### config.mk
export PLATFORM = sky130hd
export DESIGN_NAME = serial_subtractor
export DESIGN_NICKNAME = d
export VERILOG_FILES = /design/src/rtl/serial_subtractor.sv
export SDC_FILE = /design/constraint.sdc
export NUM_CORES = 1
export LEC_CHECK = 0
export ABC_AREA = 1
export BUFFER_PORTS_ARGS = -buffer_cell sky130_fd_sc_hd__buf_2
export CAP_MARGIN = 15
export CELL_PAD_IN_SITES_DETAIL_PLACEMENT = 1
export CELL_PAD_IN_SITES_GLOBAL_PLACEMENT = 1
export CORE_MARGIN = 2
export CORE_UTILIZATION = 43
export CTS_CLUSTER_DIAMETER = 60
export DETAILED_ROUTE_END_ITERATION = 16
export GPL_ROUTABILITY_DRIVEN = 1
export PLACE_DENSITY_LB_ADDON = 0.1
export REMOVE_ABC_BUFFERS = 1
export SLEW_MARGIN = 0
export SYNTH_ARGS = -nofsm -noshare
export SYNTH_HDL_FRONTEND = slang
export SYNTH_SLANG_ARGS = --single-unit
### constraint.sdc
create_clock -name clk -period 3.42 [get_ports clk]
set_clock_uncertainty 0.05 [all_clocks]
set_input_delay 0.684 -clock clk [delete_from_list [all_inputs] [get_ports clk]]
set_output_delay 0.684 -clock clk [all_outputs]
set_load 0.1 [all_outputs]
### src/rtl/serial_subtractor.sv
// Bit-serial unsigned subtractor: accepts a, b over valid/ready, resolves one bit per
// clock LSB-first through a borrow flop, and presents diff = a - b and the final borrow.
module serial_subtractor #(
  parameter int WIDTH = 8
) (
  input  logic             clk,
  input  logic             rst_n,
  input  logic             in_valid,
  output logic             in_ready,
  input  logic [WIDTH-1:0] a,
  input  logic [WIDTH-1:0] b,
  output logic             out_valid,
  input  logic             out_ready,
  output logic [WIDTH-1:0] diff,
  output logic             borrow,
  output logic             busy
);

  localparam int CW = $clog2(WIDTH);

  typedef enum logic [1:0] {
    IDLE = 2'd0,
    RUN  = 2'd1,
    DONE = 2'd2
  } state_t;

  state_t           state;
  logic [WIDTH-1:0] a_sh;
  logic [WIDTH-1:0] b_sh;
  logic [WIDTH-1:0] res_sh;
  logic             br;
  logic [CW-1:0]    cnt;

  logic             ai;
  logic             bi;
  logic             d;
  logic             br_next;
  logic [WIDTH-1:0] res_next;

  // Handshakes: a transfer happens on the rising edge where valid and ready are both
  // high; ready and valid are decoded from state only, never from the partner's signal.
  assign in_ready  = (state == IDLE);
  assign out_valid = (state == DONE);
  assign busy      = (state != IDLE);

  assign ai       = a_sh[0];
  assign bi       = b_sh[0];
  assign d        = ai ^ bi ^ br;
  assign br_next  = (~ai & bi) | (~(ai ^ bi) & br);
  assign res_next = {d, res_sh[WIDTH-1:1]};

  always_ff @(posedge clk or negedge rst_n) begin
    if (!rst_n) begin
      state  <= IDLE;
      a_sh   <= '0;
      b_sh   <= '0;
      res_sh <= '0;
      br     <= 1'b0;
      cnt    <= '0;
      diff   <= '0;
      borrow <= 1'b0;
    end else begin
      case (state)
        IDLE: begin
          if (in_valid) begin
            a_sh   <= a;
            b_sh   <= b;
            res_sh <= '0;
            br     <= 1'b0;
            cnt    <= '0;
            state  <= RUN;
          end
        end
        RUN: begin
          a_sh   <= a_sh >> 1;
          b_sh   <= b_sh >> 1;
          res_sh <= res_next;
          br     <= br_next;
          cnt    <= cnt + 1'b1;
          // Last bit: publish the completed word together with the final borrow.
          if (cnt == CW'(WIDTH - 1)) begin
            diff   <= res_next;
            borrow <= br_next;
            state  <= DONE;
          end
        end
        DONE: begin
          if (out_ready) state <= IDLE;
        end
        default: state <= IDLE;
      endcase
    end
  end

endmodule

== Word-level counts from Yosys, hierarchy flattened ==
Index checks and enable logic that the tools add are counted.

* Output and inout port bits: 12
* Input bits: 20
* Bits in registers: 39
* Logic and storage cells: 42

* Eq/ne operators: 6
* Muxes and demuxes: 14
* Bitwise logic cells: 7
* Add/sub/neg operators: 1
* Reduce and logical (&&, ||, !) cells: 6

{| class="wikitable"
|+ Operator list
! kind !! number
|-
| case mux 8 bit (2 select lines) || 3
|-
| two-way mux 8 bit || 3
|-
| two-way mux 2 bit || 3
|-
| case mux 2 bit (3 select lines) || 1
|-
| case mux 3 bit (2 select lines) || 1
|-
| != test 2 bit (second input constant) || 2
|-
| AND reduction 2 bit || 2
|-
| nonzero test 2 bit || 2
|-
| adder 3 x 1 -> 3 bit (second input constant) || 1
|-
| equality test 3 bit (second input constant) || 1
|-
| two-way mux 3 bit || 1
|-
| AND reduction 3 bit || 1
|-
| bitwise AND 1 bit || 2
|-
| equality test 2 x 1 -> 1 bit (second input constant) || 1
|-
| equality test 2 bit (second input constant) || 1
|-
| zero test 2 bit || 1
|-
| != test 2 x 1 -> 1 bit (second input constant) || 1
|-
| NOT 1 bit || 2
|-
| case mux 1 bit (2 select lines) || 1
|-
| bitwise XOR 1 bit || 2
|-
| two-way mux 1 bit || 1
|-
| bitwise OR 1 bit || 1
|}

== Longest topological paths before layout ==
* Depth after elaboration: 5
* Gate-level depth with buffers: 6

== Least setup slack after synthesis ==
Ideal clock, no wire load.

* Kind: register -> output
* Start: register state[0]
* End: output busy
* Data arrival time: 2.846 ns
* Stages on the path, launching flop included: 4
* Path slack: -0.160 ns
* Data required time: 2.686 ns
* Buffers on the path: 1
* Cell sequence: dfrtp_1 buf_6 nor2_1 inv_1

* Cells in the longest elaborated chain, start to end: 1

{| class="wikitable"
|+ RTL lines
! element !! line !! source
|-
| from (decl) || 27 || <nowiki>state_t state;</nowiki>
|-
| from (signal assigned) || 54 || <nowiki>state <= IDLE;</nowiki>
|-
| from (signal assigned) || 71 || <nowiki>state <= RUN;</nowiki>
|-
| from (signal assigned) || 84 || <nowiki>state <= DONE;</nowiki>
|-
| nonzero test 2 bit || 44 || <nowiki>assign busy = (state != IDLE);</nowiki>
|-
| to (decl) || 16 || <nowiki>output logic busy</nowiki>
|}

No other way between the ends.

== Worst setup path in the final report ==
Ends and elaborated chain as after synthesis.

==> key figures <==
STA
  • Final Max Slew Viols: 0
  • RSZ-0062 raised after global routing: no
  • Max Clock Freq: 391 MHz
  • Final Hold Fails: 0
  • Final setup violation count: 0
  • Least-Margin Pin Slew: 0.839 ns
  • Rel. slew slack: 44.0%
  • Fin crit share: 74.8%
  • Final setup margin: 0.861 ns
  • Setup TNS: 0 ns
  • Hold Slack: 0.422 ns
  • Final min period: 2.56 ns

Run status
  • Status: finished, final reports clean

Power
  • PD cells: 1070 mW/mm^2
  • Leakage power: 1.15 nW
  • Peak supply drop: 0.000302 V

Detailed routing
  • Post-Route WL: 3.43 mm
  • Post-route DRC: 0
  • 1st-iter DRT viols: 55
  • Via density: 4.56
  • Post-route ant nets: 0
  • DR pass1 iterations: 6
  • Total number of vias: 1351
  • Routed len/inst: 11.6 um

Yosys
  • Yosys top cell area share: 52.9%
  • Synth Area in Compound Gates: 8.57%
  • Synth area leaders: dfrtp_1, nand2_1, inv_1, nand3_1, o21ai_2
  • Mean post-synth cell area: 8.32 um^2
  • Synth warn: 0
  • Synth Area in Simple Gates: 23.7%
  • Top-count cell post-synth: nand2_1
  • Count of cell types in the netlist: 18
  • Number of synthesized register bits: 38
  • FFs w/ async S/R, synth: 100%
  • Cell count after synthesis: 216
  • Post-synthesis sequential area ratio: 52.9%
  • Commonest cells in the synthesized netlist: nand2_1, inv_1, dfrtp_1
  • Syn Std Cell Area: 0.00180 mm^2
  • Synth Area in XOR/XNOR: 0%
  • Primary FF master, synth: dfrtp_1
  • EDFF count, synth: 0
  • Adder-Cell Fraction of Synth Area: 2.51%
  • Mux contribution to synthesized area: 0%
  • Main combinational cell family by area after synthesis: simple AND/OR/NAND/NOR gates
  • Leading area contributor after synthesis: dfrtp_1

Critical path
  • CP required: 2.69 ns
  • Worst Path Max Fanout: 21
  • Critical path type: reg2out
  • Path depth of the worst reg2reg path: 5
  • CP Launch Type: flop
  • Critical Path End Type: primary output
  • FF-to-FF Start: state[0]$_DFFE_PN0P_
  • Critical Path AT: 1.82 ns
  • Worst r2r dst: diff[2]$_DFFE_PN0P_
  • Reg-to-reg slack, setup: 1.34 ns

Placement
  • Placement-stage cell area: 0.00194 mm^2
  • Place WS: 1.12 ns
  • Port buffer count: 31
  • Inst Count DP: 289
  • RePlAce Congestion: 0.720
  • Detailed placement HPWL: 2.36 mm

GRT
  • Vias in the first global route: 1295
  • Global-route wire length before repair: 5.72 mm
  • GRT overflow: 0
  • Largest net degree at the start of global routing: 39
  • GRT Total Usage: 16.6%
  • Initial antenna violation count: 0

Finish
  • Post-layout instance area: 0.00202 mm^2
  • Non-filler cells, final: 296
  • Syn-to-layout area delta: 12.4%
  • Layout cells sized above 1: 20.3%
  • # nets final: 269
  • Number of fillers in the final layout: 506
  • Diode count: 0

Floorplanning
  • Die H: 68.6 um
  • Core area: 0.00400 mm^2
  • Number of cell rows: 23
  • Chip width: 68.6 um
  • Initial core utilization: 44.9%
  • Die area: 0.00471 mm^2
  • Top-Level Pins: 32

Hold path
  • WHS Endpoint: diff[7]$_DFFE_PN0P_
  • Worst hold path stage count: 2
  • Hold path startpoint: diff[7]$_DFFE_PN0P_
  • Hold Crit Class: reg2reg

Clock tree
  • CTS tree: yes
  • Reg clk slew, reported paths: 0.07 ns
  • Hold_buf cts: 0
  • Post-CTS Resized: 0
  • Post-CTS Setup Inserts: 0
  • Clk_lat worst skew: 0.28 ns
  • CTS max path bufs: 2
  • H-tree lvl count: 2
  • Clk sinks: 38
  • CTS Root Cell: clkbuf_8
  • Num CTS Buffers: 5

Flow run
  • Max capacitance violation total: 0
## metal layers
| metal | track usage (%) | vias to the layer above | routed length [um] | part of all wire (%) |
|---|---|---|---|---|
| li1 | - | 701 | - | - |
| met1 | 19.5 | 622 | 1570 | 46 |
| met2 | 29.1 | 23 | 1680 | 49 |
| met3 | 3.57 | 5 | 131 | 3.8 |
| met4 | 6.75 | 0 | 50 | 1.5 |
| met5 | 0 | - | 0 | 0 |
## worst max path at each step
stage | start | end | slack, ns
CTS | state[0]$_DFFE_PN0P_ | busy | 0.79
global placement | state[0]$_DFFE_PN0P_ | busy | 1.17
detailed placement | state[0]$_DFFE_PN0P_ | busy | 1.12
floorplan | state[0]$_DFFE_PN0P_ | busy | -0.26
finish | state[0]$_DFFE_PN0P_ | busy | 0.86
global route | state[0]$_DFFE_PN0P_ | busy | 0.70
## layout by cell type, fill, tap and decap left out, types with 2 or more instances in the layout
| cell type | n |
|---|---|
| a21oi_1 | 2 |
| buf_2 | 31 |
| clkbuf_1 | 2 |
| clkbuf_8 | 5 |
| dfrtp_1 | 38 |
| ha_1 | 2 |
| inv_1 | 39 |
| nand2_1 | 81 |
| nand2_2 | 3 |
| nand3_1 | 17 |
| nor2_1 | 3 |
| o21ai_0 | 5 |
| o21ai_1 | 5 |
| o21ai_2 | 8 |
## cells by family (layout without fill, tap and decap cells)
group | count (synthesis) | in the layout
AO/OA/AOI/OAI | 22 | 22
adder cells (fa/ha/maj) | 3 | 3
buffers and inverters | 48 | 78
flip-flops | 38 | 38
AND/OR/NAND/NOR | 105 | 105
## worst max-delay path: stages (launching register included)
cell	delay (ns)
dfrtp_1	0.82
nor2_1	0.21
inv_1	0.09
buf_2	0.42
## sequential cells by signal, indices dropped and copies added (netlist names)
name	cells
a_sh	8
b_sh	8
borrow	1
br	1
cnt	3
diff	8
res_sh	7
state	2
## metrics by stage
step | util, % | power [mW]
final | 50.5 | 2.16
after global routing | 50.5 | 2.35
after floorplan | - | 1.67
after detailed placement | 48.6 | 1.91
after CTS | 50.5 | 2.21
after global placement | 48.6 | 1.88
## layout make-up
class,instances,area (um^2),share of cell area [%]
multi-input combinational,130,624,30.9
inverter,40,150,7.43
tap,50,62.6,3.10
clock buffer,7,76.3,3.78
timing repair buffer,31,155,7.68
sequential,38,951,47.1
## where the power goes
group	switching [mW]	total, mW	internal, mW
Combinational	0.829	1.10	0.269
Clock	0.142	0.282	0.140
Sequential	0.123	0.777	0.654
(Power assumes the default switching activity.)
